## src/rtl/enc_quad_frontend.sv

```systemverilog
// enc_quad_frontend
//   Wheel encoder front end. The raw A/B quadrature channels are synchronised,
//   then each one is deglitched. The filtered pair is decoded into one-cycle
//   tick strobes with a direction flag and a signed position count. A free-running
//   gate counter produces a periodic measurement window, and a tick count is
//   reported for every completed window.
//
// Ports
//   clk        in   1       system clock, rising edge
//   rst        in   1       synchronous active-high reset
//   enc_a      in   1       raw encoder channel A (asynchronous)
//   enc_b      in   1       raw encoder channel B (asynchronous)
//   err_clr    in   1       clears quad_err
//   tick       out  1       one-cycle strobe per valid quadrature transition
//   dir        out  1       1 = forward, 0 = reverse (last valid transition)
//   pos        out  POS_W   signed position, wraps modulo 2^POS_W
//   quad_err   out  1       sticky illegal-transition flag
//   window     out  1       one-cycle strobe at the end of each window
//   win_ticks  out  CNT_W   saturated tick count of the last completed window
//
// Decoder states
//   state    | meaning
//   UNPRIMED | filters track the synchroniser directly; no decode activity
//   RUN      | filtered pair decoded against its previous value

module enc_quad_frontend #(
    parameter int FILT_LEN    = 4,
    parameter int GATE_CYCLES = 50000000,
    parameter int GATE_W      = 26,
    parameter int POS_W       = 16,
    parameter int CNT_W       = 19
) (
    input  logic             clk,
    input  logic             rst,
    input  logic             enc_a,
    input  logic             enc_b,
    input  logic             err_clr,
    output logic             tick,
    output logic             dir,
    output logic [POS_W-1:0] pos,
    output logic             quad_err,
    output logic             window,
    output logic [CNT_W-1:0] win_ticks
);

    localparam int FW = (FILT_LEN > 1) ? $clog2(FILT_LEN) : 1;
    localparam int PW = $clog2(FILT_LEN + 2);
    localparam logic [FW-1:0]     FILT_LAST  = FW'(FILT_LEN - 1);
    localparam logic [PW-1:0]     PRIME_LAST = PW'(FILT_LEN + 1);
    localparam logic [GATE_W-1:0] GATE_LAST  = GATE_W'(GATE_CYCLES - 1);

    typedef enum logic {UNPRIMED, RUN} state_e;

    // Channel pairs are packed as {A, B}.
    logic [1:0]          s1_q, s2_q;
    logic [1:0]          filt_q, filt_d;
    logic [1:0][FW-1:0]  fcnt_q, fcnt_d;
    logic [1:0]          prev_q, prev_d;
    state_e              state_q, state_d;
    logic [PW-1:0]       pcnt_q, pcnt_d;
    logic                tick_q, tick_d;
    logic                dir_q, dir_d;
    logic [POS_W-1:0]    pos_q, pos_d;
    logic                err_q, err_d;
    logic [GATE_W-1:0]   gate_q, gate_d;
    logic                win_q, win_d;
    logic [CNT_W-1:0]    acc_q, acc_d;
    logic [CNT_W-1:0]    wt_q, wt_d;
    logic [CNT_W:0]      acc_sum;
    logic [CNT_W-1:0]    acc_sat;

    // Deglitch filters: a new level is accepted only after FILT_LEN
    // consecutive mismatching cycles. While unprimed they simply follow s2 so
    // the decoder starts from the real resting level of the encoder.
    always_comb begin
        filt_d = filt_q;
        fcnt_d = '0;
        for (int i = 0; i < 2; i++) begin
            if (state_q == UNPRIMED) begin
                filt_d[i] = s2_q[i];
            end else if (s2_q[i] != filt_q[i]) begin
                if (fcnt_q[i] == FILT_LAST) begin
                    filt_d[i] = s2_q[i];
                end else begin
                    fcnt_d[i] = fcnt_q[i] + FW'(1);
                end
            end
        end
    end

    // Decoder next state and outputs.
    always_comb begin
        state_d = state_q;
        pcnt_d  = pcnt_q;
        prev_d  = filt_q;
        tick_d  = 1'b0;
        dir_d   = dir_q;
        pos_d   = pos_q;
        err_d   = err_q & ~err_clr;
        case (state_q)
            UNPRIMED: begin
                // prev tracks the same source as the filters so entry into
                // RUN never sees a phantom transition.
                prev_d = s2_q;
                if (pcnt_q == PRIME_LAST) begin
                    state_d = RUN;
                end else begin
                    pcnt_d = pcnt_q + PW'(1);
                end
            end
            RUN: begin
                if (filt_q != prev_q) begin
                    case ({prev_q, filt_q})
                        4'b00_01, 4'b01_11, 4'b11_10, 4'b10_00: begin
                            tick_d = 1'b1;
                            dir_d  = 1'b1;
                            pos_d  = pos_q + POS_W'(1);
                        end
                        4'b00_10, 4'b10_11, 4'b11_01, 4'b01_00: begin
                            tick_d = 1'b1;
                            dir_d  = 1'b0;
                            pos_d  = pos_q - POS_W'(1);
                        end
                        // Both bits moved at once; a set wins over err_clr.
                        default: err_d = 1'b1;
                    endcase
                end
            end
            default: state_d = UNPRIMED;
        endcase
    end

    // Window gate and tick accumulation. tick_d is used so a tick that shows
    // up in the same cycle as the window strobe is reported with that window.
    always_comb begin
        acc_sum = {1'b0, acc_q} + {{CNT_W{1'b0}}, tick_d};
        acc_sat = acc_sum[CNT_W] ? {CNT_W{1'b1}} : acc_sum[CNT_W-1:0];
        win_d   = (gate_q == GATE_LAST);
        gate_d  = win_d ? '0 : gate_q + GATE_W'(1);
        wt_d    = wt_q;
        acc_d   = acc_sat;
        if (win_d) begin
            wt_d  = acc_sat;
            acc_d = '0;
        end
    end

    always_ff @(posedge clk) begin
        if (rst) begin
            s1_q    <= '0;
            s2_q    <= '0;
            filt_q  <= '0;
            fcnt_q  <= '0;
            prev_q  <= '0;
            state_q <= UNPRIMED;
            pcnt_q  <= '0;
            tick_q  <= 1'b0;
            dir_q   <= 1'b0;
            pos_q   <= '0;
            err_q   <= 1'b0;
            gate_q  <= '0;
            win_q   <= 1'b0;
            acc_q   <= '0;
            wt_q    <= '0;
        end else begin
            s1_q    <= {enc_a, enc_b};
            s2_q    <= s1_q;
            filt_q  <= filt_d;
            fcnt_q  <= fcnt_d;
            prev_q  <= prev_d;
            state_q <= state_d;
            pcnt_q  <= pcnt_d;
            tick_q  <= tick_d;
            dir_q   <= dir_d;
            pos_q   <= pos_d;
            err_q   <= err_d;
            gate_q  <= gate_d;
            win_q   <= win_d;
            acc_q   <= acc_d;
            wt_q    <= wt_d;
        end
    end

    assign tick      = tick_q;
    assign dir       = dir_q;
    assign pos       = pos_q;
    assign quad_err  = err_q;
    assign window    = win_q;
    assign win_ticks = wt_q;

endmodule
```

## config.mk

```make
export PLATFORM = sky130hd
export DESIGN_NAME = enc_quad_frontend
export DESIGN_NICKNAME = d
export VERILOG_FILES = /design/src/rtl/enc_quad_frontend.sv
export SDC_FILE = /design/constraint.sdc
export NUM_CORES = 1
export LEC_CHECK = 0
export BUFFER_PORTS_ARGS = -buffer_cell sky130_fd_sc_hd__buf_2
export CORE_MARGIN = 5
export CORE_UTILIZATION = 30
export DETAILED_ROUTE_END_ITERATION = 6
export REMOVE_ABC_BUFFERS = 1
export SYNTH_ARGS = -nofsm -noshare
export SYNTH_HDL_FRONTEND = slang
export SYNTH_SLANG_ARGS = --single-unit
```

## constraint.sdc

```tcl
create_clock -name clk -period 4.35 [get_ports clk]
set_clock_uncertainty 0.2 [all_clocks]
set_input_delay 0 -clock clk [delete_from_list [all_inputs] [get_ports clk]]
set_output_delay 0 -clock clk [all_outputs]
set_load 0.01 [all_outputs]
```

==> out/metrics.yaml, run 1 <==
cts_tree: "done"
grt_pass1_vias: 3744
path_max_fanout: 23
async_flop_share: 0
dr.pass1.iters: 4
sw_frac_of_total: 0.2271
maxCapViolations: 0
grt_util_all_layers: 0.1178
finalSetupViolCount: 0
dr.first_iter.drc_count: 177
rsz0062_at_grt: "false"
ant_nets: 0
row_count: 46
critPathKind: "reg -> reg"
ff2ff_path_depth: 11
vias: 3858
synth-seq-area-share: 0.4188
wire_per_inst_um: 13.04
cts_buffers: 9
r2r_slack_ns: 0.89
clock-sinks: 100
total_power_mw: 1.844
wl_met2_um: 5095
hpwlAfterDp_um: 7324
cts.root.buffer_cell: "clkbuf_16"
status: "complete, no violations"
postRouteWirelength_um: 10320
die_y_um: 136.2
cts_resized: 0
htree_levels: 3
synth_edf_count: 0
combPwrFrac: 0.041
holdCritPathClass: "in -> reg"
yosysUniqueCellTypes: 62
clkTransAtPathRegs_ns: 0.07
grt_pass1_wl_um: 17800
max_freq_mhz: 289.2
synth-seq-cells: 100
io_pins: 44
yosysTopAreaCellShare: 0.4188
worst_pin_slew_ns: 0.9165
antenna_cells: 0
final.period_utilization: 0.7950
highest-signal-layer: "met4"
placed_cells: 771
cp_data_required_time_ns: 4.43
start_kind: "flip-flop"
leakage_nw: 2.164
drv_slew: 0
globalplace.congestion: 0.8073
nets: 597
initial_core_util: 0.3031
clockBufferDepth: 2
setup_tns_ns: 0
min_period_ns: 3.458
stdcell_count: 791
yosysWarnings: 0
clkPwrFrac: 0.452
coreArea_um2: 15770
dieArea_um2: 18560
wl_met1_um: 4626
clkLatencyLatePin_ns: 0.35
syn_to_final_growth_pct: 15.37
hold_viol: 0
critical_path_arrival_ns: 3.54
drc: 0
cts_setup_buffers: 0
synth_area_leaders: "dfxtp_1 (42%), nor2_1 (6.4%), ha_1 (5.5%), xnor2_1 (4.8%), xor2_1 (4.2%)"
synth_area_um2: 4780
grt_start_max_net_pins: 55
drive_above_1_share: 0.1496
peakVddDrop_v: 0.0001917
whs_path_depth: 3
switching_power_mw: 0.4189
final_util: 0.3497
hold_slack_ns: 0.2163
synth_top_area_cell: "dfxtp_1"
die_x_um: 136.2
via_per_inst: 4.877
antenna_found_initial: 0
endpoint_kind: "flip-flop"
netlist_instances: 532
seqPwrFrac: 0.507
power.internal_mw: 1.425
syn-mean-instance-area_um2: 8.984
overflow: 0
slew-limit-headroom: 0.3890
synthFlopType: "dfxtp_1"
numPortBuffers: 43
wl_met3_um: 461
power_density_nw_per_um2: 334.4
## worst paths after layout
kind / startpoint / endpoint
min reg2reg: fcnt_q[0]$_SDFF_PP0_ / fcnt_q[0]$_SDFF_PP0_
min: enc_b / s1_q[0]$_SDFF_PP0_
max: filt_q[0]$_SDFFE_PP0P_ / win_ticks[16]$_SDFFE_PP0P_
max reg2reg: filt_q[0]$_SDFFE_PP0P_ / win_ticks[16]$_SDFFE_PP0P_
## flip-flops by register name, summed over array words and instances, names as in the netlist, 3 cells and up
| register | count |
|---|---|
| gate_q | 26 |
| acc_q | 19 |
| win_ticks | 19 |
| pos | 16 |
| fcnt_q | 4 |
| pcnt_q | 3 |
## per-stage QoR
stage | setup WS [ns] | instance area (µm²)
after CTS | 0.8778 | 5514
after detailed placement | 0.8983 | 5165
after global placement | 1.004 | 5165
after global routing | 0.6130 | 5514
final | 0.8919 | 5514
after floorplan | 0.9531 | 4649
## cell type report
type / instances / area (µm²)
repair buffers: 51 / 285.3
clock buffers: 11 / 242.7
inverters: 12 / 45.04
well taps: 216 / 270.3
multi-input cells: 396 / 2603
clock inverters: 5 / 66.31
fillers: 1644 / 10260
flip-flops and latches: 100 / 2002
## critical path, cell delays in order (launching register included)
cell and delay [ns]:
dfxtp_1 0.43, xor2_1 0.25, xnor2_1 0.14, nand2_1 0.09, inv_2 0.23, ha_1 0.26, nand3_1 0.17, or3_4 0.38
or3_1 0.71, nand3_1 0.25, nand3_1 0.10, a21oi_1 0.17
## Yosys cell counts (2+ instances only)
| cell type | instances |
|---|---|
| nand3_1 | 23 |
| and4_1 | 4 |
| nand2b_1 | 2 |
| buf_6 | 2 |
| dfxtp_1 | 100 |
| clkbuf_1 | 10 |
| a21o_1 | 6 |
| a311oi_2 | 8 |
| or3_1 | 3 |
| buf_4 | 5 |
| a31oi_1 | 9 |
| mux2i_1 | 9 |
| buf_2 | 4 |
| nor4b_1 | 4 |
| o21ai_0 | 8 |
| o211ai_1 | 2 |
| a221o_1 | 2 |
| xnor2_1 | 26 |
| or2_2 | 2 |
| and3_1 | 7 |
| nand2_1 | 40 |
| inv_1 | 11 |
| a211oi_1 | 5 |
| nor4_1 | 4 |
| and2_1 | 7 |
| nor2_1 | 82 |
| a21boi_0 | 2 |
| a21oi_1 | 32 |
| a211oi_2 | 3 |
| ha_1 | 21 |
| o21ai_1 | 3 |
| nand4_1 | 13 |
| xor2_1 | 23 |
| buf_1 | 2 |
| nor3_1 | 11 |
| or4_1 | 3 |
| nor2b_1 | 9 |
## power by group through the flow
stage / clock, mW / combinational [mW] / sequential [mW]
floorplan: 0 / 0.0476 / 0.954
global placement: 0 / 0.0708 / 0.955
detailed placement: 0 / 0.0734 / 0.957
CTS: 0.864 / 0.0768 / 0.935
global route: 0.896 / 0.0848 / 0.937
finish: 0.833 / 0.0753 / 0.935
## cells in the final DEF (no fill, tap or decap), types with 13 or more instances in the layout
| cell type | synthesis | final |
|---|---|---|
| xnor2_1 | 26 | 26 |
| nand3_1 | 23 | 23 |
| nand2_1 | 40 | 40 |
| nand4_1 | 13 | 13 |
| nor2_1 | 82 | 82 |
| a21oi_1 | 32 | 32 |
| xor2_1 | 23 | 23 |
| ha_1 | 21 | 21 |
| buf_2 | 4 | 43 |
| dfxtp_1 | 100 | 100 |
## cells by family (layout without fill, tap and decap cells)
group | after synthesis | after routing | share of synthesized area
AOI/OAI and AO/OA | 90 | 90 | 0.1353
xor gates and xnor gates | 49 | 49 | 0.08979
adders and majority gates | 22 | 22 | 0.05916
buffers and inverters | 36 | 79 | 0.03665
DFF | 100 | 100 | 0.4188
muxes | 10 | 10 | 0.02120
and+or+nand+nor | 225 | 225 | 0.2390
## per-layer routing
layer  track usage  vias to the layer above
met3       0.03146                       10
met1        0.1433                     1827
met4       0.03919                        0
met5             0                        -
li1              -                     1955
met2        0.2014                       66
## what timing repair did
item	CTS	global route
hold endpoints to repair	4	0
hold buffers	4	0
setup endpoints to repair	0	0
(Power assumes the default switching activity.)
==> run 2: changes to the inputs <==
clock period = 3 ns   (was 4.35 ns; I/O delays follow)
==> out/metrics.yaml, run 2 (synthesized netlist as in run 1, its figures left out) <==
endpoint_kind: "flip-flop"
overflow: 0
path_depth: 10
clkTransAtPathRegs_ns: 0.07
initial_core_util: 0.3031
finalSetupViolCount: 0
die_x_um: 136.2
htree_levels: 3
dr.pass1.iters: 4
reg2reg_from: "filt_q[1]$_SDFFE_PP0P_"
start_kind: "flip-flop"
leakage_nw: 2.293
final_area_um2: 5758
min_period_ns: 2.799
via_per_inst: 4.772
layout_common_cells: "dfxtp_1 (96), nor2_1 (82), buf_2 (43), nand2_1 (40), a21oi_1 (32)"
dieArea_um2: 18560
cp_top_family: "compound AO/OA/AOI/OAI gates"
path_max_fanout: 9
clkLatencyLatePin_ns: 0.36
slowest_stage: "dfxtp_4"
ant_nets: 0
hold_viol: 0
cts.root.buffer_cell: "clkbuf_16"
grt_start_max_net_pins: 48
endpoint: "pos[15]$_SDFFE_PP0P_"
dr.first_iter.drc_count: 221
peakVddDrop_v: 0.0002932
antenna_found_initial: 0
grt_pass1_wl_um: 18310
hpwlAfterDp_um: 7749
cp_data_required_time_ns: 3.04
r2r_slack_ns: 0.20
drc: 0
setup_tns_ns: 0
clock-sinks: 100
critPathKind: "reg -> reg"
drive_above_1_share: 0.2030
power_density_nw_per_um2: 468.6
holdCritPathClass: "reg -> reg"
clockBufferDepth: 2
final_common_cell: "dfxtp_1"
io_pins: 44
critical_path_buf_inv_count: 1
cts_tree: "done"
maxCapViolations: 0
hold_slack_ns: 0.2325
final_util: 0.3651
fill_cells: 1629
top_register: "gate_q"
drv_slew: 0
largest_reg_flops: 26
placed_cells: 791
ff2ff_path_depth: 10
globalplace.congestion: 0.8848
cts_buffers: 9
syn_to_final_growth_pct: 20.47
crit_start: "filt_q[1]$_SDFFE_PP0P_"
row_count: 46
antenna_cells: 0
grt_util_all_layers: 0.1210
postRouteWirelength_um: 10640
final.period_utilization: 0.9329
worst_pin_slew_ns: 0.5501
wire_per_inst_um: 13.11
max_freq_mhz: 357.3
nets: 618
stdcell_count: 812
status: "complete, no violations"
worstPathCellList: "xor2_1 > and2_4 > buf_4 > ha_1 > a21o_1 > a31o_2 > a31oi_1 > o21ai_1 > mux2i_1 > mux2_2"
vias: 3875
r2r_end: "pos[15]$_SDFFE_PP0P_"
critical_path_arrival_ns: 2.84
slowest_delay_ns: 0.37
numPortBuffers: 43
coreArea_um2: 15770
die_y_um: 136.2
slew-limit-headroom: 0.6304
grt_pass1_vias: 3931
dpl_cell_area_um2: 5340
==> run 2: cell types whose count changed in the layout (fill, tap and decap cells not counted), moves of 2 or more <==
cell / change
buf_4: +17
buf_12: +2
a21boi_1: +2
o21ai_1: +3
a21boi_0: -2
dfxtp_1: -4
o21ai_0: -3
dfxtp_2: +3
buf_6: +2
==> run 2: per-stage QoR <==
step                total power [mW]  setup slack [ns]
finish                         2.698            0.2012
global placement               1.498           0.08771
CTS                            2.728           0.03741
global route                   2.796          -0.07576
floorplan                      1.453           -0.3969
detailed placement             1.504          -0.02048
==> run 2: cell type report <==
cell class,instances,area (µm²),area share
flip-flops and latches,100,2009,0.3490
multi-input cells,396,2650,0.4602
clock buffers,9,225.2,0.03911
well taps,216,270.3,0.04694
clock inverters,7,82.58,0.01434
inverters,12,45.04,0.007823
repair buffers,72,475.5,0.08257
==> run 2: power by group <==
group	switching [mW]	internal (mW)	leakage (nW)
sequential	0.0129	1.34	0.810
combinational	0.0733	0.0529	1.33
clock	0.556	0.662	0.150
==> run 2: metal layers <==
layer,vias to the layer above,track usage,routed length [µm]
met4,0,0.05375,225
met3,16,0.02258,314
li1,1984,-,-
met5,-,0,0
met2,50,0.2067,5162
met1,1825,0.1478,4941
==> run 2: worst min-delay path by stage <==
stage / startpoint / end / cells past startpoint
floorplan: rst / win_ticks[0]$_SDFFE_PP0P_ / 1
global placement: enc_b / s1_q[0]$_SDFF_PP0_ / 2
detailed placement: enc_a / s1_q[1]$_SDFF_PP0_ / 2
CTS: fcnt_q[0]$_SDFF_PP0_ / fcnt_q[0]$_SDFF_PP0_ / 1
global route: fcnt_q[0]$_SDFF_PP0_ / fcnt_q[0]$_SDFF_PP0_ / 1
finish: fcnt_q[0]$_SDFF_PP0_ / fcnt_q[0]$_SDFF_PP0_ / 1
==> run 2: repair_timing <==
item                                    in CTS  in global routing
setup buffers                                0                  1
gates cloned                                 0                  0
hold buffers                                 4                  0
resized for setup                            2                 19
hold endpoints to repair                    10                  0
pin swaps                                    0                  3
endpoints found under the setup margin       3                 18
==> run 2: worst reg2reg max path, stage by stage, from the launching register on <==
cell	delay, ns
dfxtp_4	0.37
xor2_1	0.16
and2_4	0.16
buf_4	0.18
ha_1	0.34
a21o_1	0.22
a31o_2	0.28
a31oi_1	0.16
o21ai_1	0.10
mux2i_1	0.18
mux2_2	0.35
==> run 3: changes to the inputs <==
GPL_TIMING_DRIVEN = 0   (was default)
==> out/metrics.yaml, run 3 (synthesized netlist as in run 1, its figures left out) <==
use_met3: 0.02369
hold_slack_ns: 0.1616
drc: 0
grt_util_all_layers: 0.1157
cts_tree: "done"
dr.pass1.iters: 4
dieArea_um2: 18560
worstPathCellList: "xor2_1 > and2_4 > buf_4 > ha_1 > a21o_1 > a31o_2 > a31oi_1 > o21ai_0 > mux2i_1 > mux2_2"
clkLatencyLatePin_ns: 0.35
power_density_nw_per_um2: 469.7
critical_path_arrival_ns: 2.93
finalSetupViolCount: 0
layout_common_cells: "dfxtp_1 (97), nor2_1 (82), buf_2 (43), nand2_1 (39), a21oi_1 (32)"
io_pins: 44
final_common_cell: "dfxtp_1"
postRouteWirelength_um: 10540
die_x_um: 136.2
htree_levels: 3
path_max_fanout: 11
cts_buffers: 9
dpl_cell_area_um2: 5146
final_area_um2: 5695
top_register: "gate_q"
critPathKind: "reg -> reg"
syn_to_final_growth_pct: 19.16
combPwrFrac: 0.044
met1_usage: 0.1405
antenna_found_initial: 0
fin_ws_ns: 0.1021
leakage_nw: 2.233
hold_viol: 0
nets: 606
dp_slack_ns: -1.161
switching_power_mw: 0.6059
grt_start_max_net_pins: 56
coreArea_um2: 15770
grt_pass1_vias: 3728
via_per_inst: 4.829
seqPwrFrac: 0.507
slew-limit-headroom: 0.2432
max_freq_mhz: 345.1
overflow: 0
initial_core_util: 0.3031
slowest_delay_ns: 0.40
clockBufferDepth: 2
min_period_ns: 2.898
peakVddDrop_v: 0.0002525
whs_path_depth: 2
row_count: 46
status: "complete, no violations"
cts.root.buffer_cell: "clkbuf_16"
wire_per_inst_um: 13.18
ant_nets: 0
clkPwrFrac: 0.449
drv_slew: 0
worst_pin_slew_ns: 1.135
start_kind: "flip-flop"
vias: 3863
numPortBuffers: 43
cp_data_required_time_ns: 3.03
hpwlAfterDp_um: 7141
path_depth: 10
drive_above_1_share: 0.1918
endpoint_kind: "flip-flop"
largest_reg_flops: 26
clock-sinks: 100
ff2ff_path_depth: 10
grt_pass1_wl_um: 17570
antenna_cells: 0
final.period_utilization: 0.9660
maxCapViolations: 0
critical_path_buf_inv_count: 1
sw_frac_of_total: 0.2265
clkTransAtPathRegs_ns: 0.07
grtUsageMet2: 0.2036
holdCritPathClass: "in -> reg"
dr.first_iter.drc_count: 156
fill_cells: 1647
slowest_stage: "dfxtp_2"
cp_top_family: "compound AO/OA/AOI/OAI gates"
grt.busiest_layer: "met2"
die_y_um: 136.2
power.internal_mw: 2.069
globalplace.congestion: 0.8053
## run 3: per-layer routing
layer | share of wire | wire [µm] | up-vias
li1 | - | - | 1973
met1 | 0.46 | 4893 | 1817
met2 | 0.49 | 5132 | 63
met3 | 0.036 | 378 | 10
met4 | 0.013 | 136 | 0
met5 | 0 | 0 | -
## run 3: worst register-to-register path, stage by stage (launching register included)
cell     delay (ns)
dfxtp_2        0.40
xor2_1         0.17
and2_4         0.24
buf_4          0.18
ha_1           0.28
a21o_1         0.23
a31o_2         0.27
a31oi_1        0.16
o21ai_0        0.14
mux2i_1        0.18
mux2_2         0.34
## run 3: final cells by class
| type | count | area [µm²] | area share |
|---|---|---|---|
| inverters | 12 | 57.56 | 0.01011 |
| clock buffers | 11 | 242.7 | 0.04262 |
| well taps | 216 | 270.3 | 0.04745 |
| multi-input cells | 398 | 2699 | 0.4739 |
| repair buffers | 58 | 351.6 | 0.06173 |
| clock inverters | 5 | 66.31 | 0.01164 |
| flip-flops and latches | 100 | 2008 | 0.3526 |
## run 3: power groups by stage
stage          logic [mW]  clock network (mW)  registers [mW]
2_1_floorplan      0.0691                   0            1.38
3_3_place_gp       0.0988                   0            1.39
3_5_place_dp        0.104                   0            1.39
4_1_cts             0.115                1.24            1.36
5_1_grt             0.132                1.29            1.36
6_report            0.117                1.20            1.36
## run 3: what timing repair did
item                       in CTS  in global routing
resized for setup              17                 12
hold endpoints to repair        3                  0
setup buffers                   4                  7
setup endpoints to repair      46                 36
cloned                          2                  0
hold buffers                    3                  0
pin swaps                       3                  4
## run 3: stage by stage
| stage | power, mW | utilization | cells | TNS, ns |
|---|---|---|---|---|
| 5_1_grt | 2.779 | 0.3612 | 800 | -0.02223 |
| 4_1_cts | 2.713 | 0.3550 | 793 | 0 |
| 3_3_place_gp | 1.484 | 0.3256 | 767 | -34.44 |
| 6_report | 2.675 | 0.3612 | 800 | 0 |
| 3_5_place_dp | 1.490 | 0.3263 | 768 | -35.59 |
| 2_1_floorplan | 1.453 | - | 508 | -5.878 |
## run 3: worst paths after layout
check	from	end	slack [ns]
hold / removal	rst	pos[2]$_SDFFE_PP0P_	0.16
setup reg to reg	filt_q[1]$_SDFFE_PP0P_	pos[15]$_SDFFE_PP0P_	0.10
hold reg to reg	s1_q[0]$_SDFF_PP0_	s2_q[0]$_SDFF_PP0_	0.23
setup / recovery	filt_q[1]$_SDFFE_PP0P_	pos[15]$_SDFFE_PP0P_	0.10
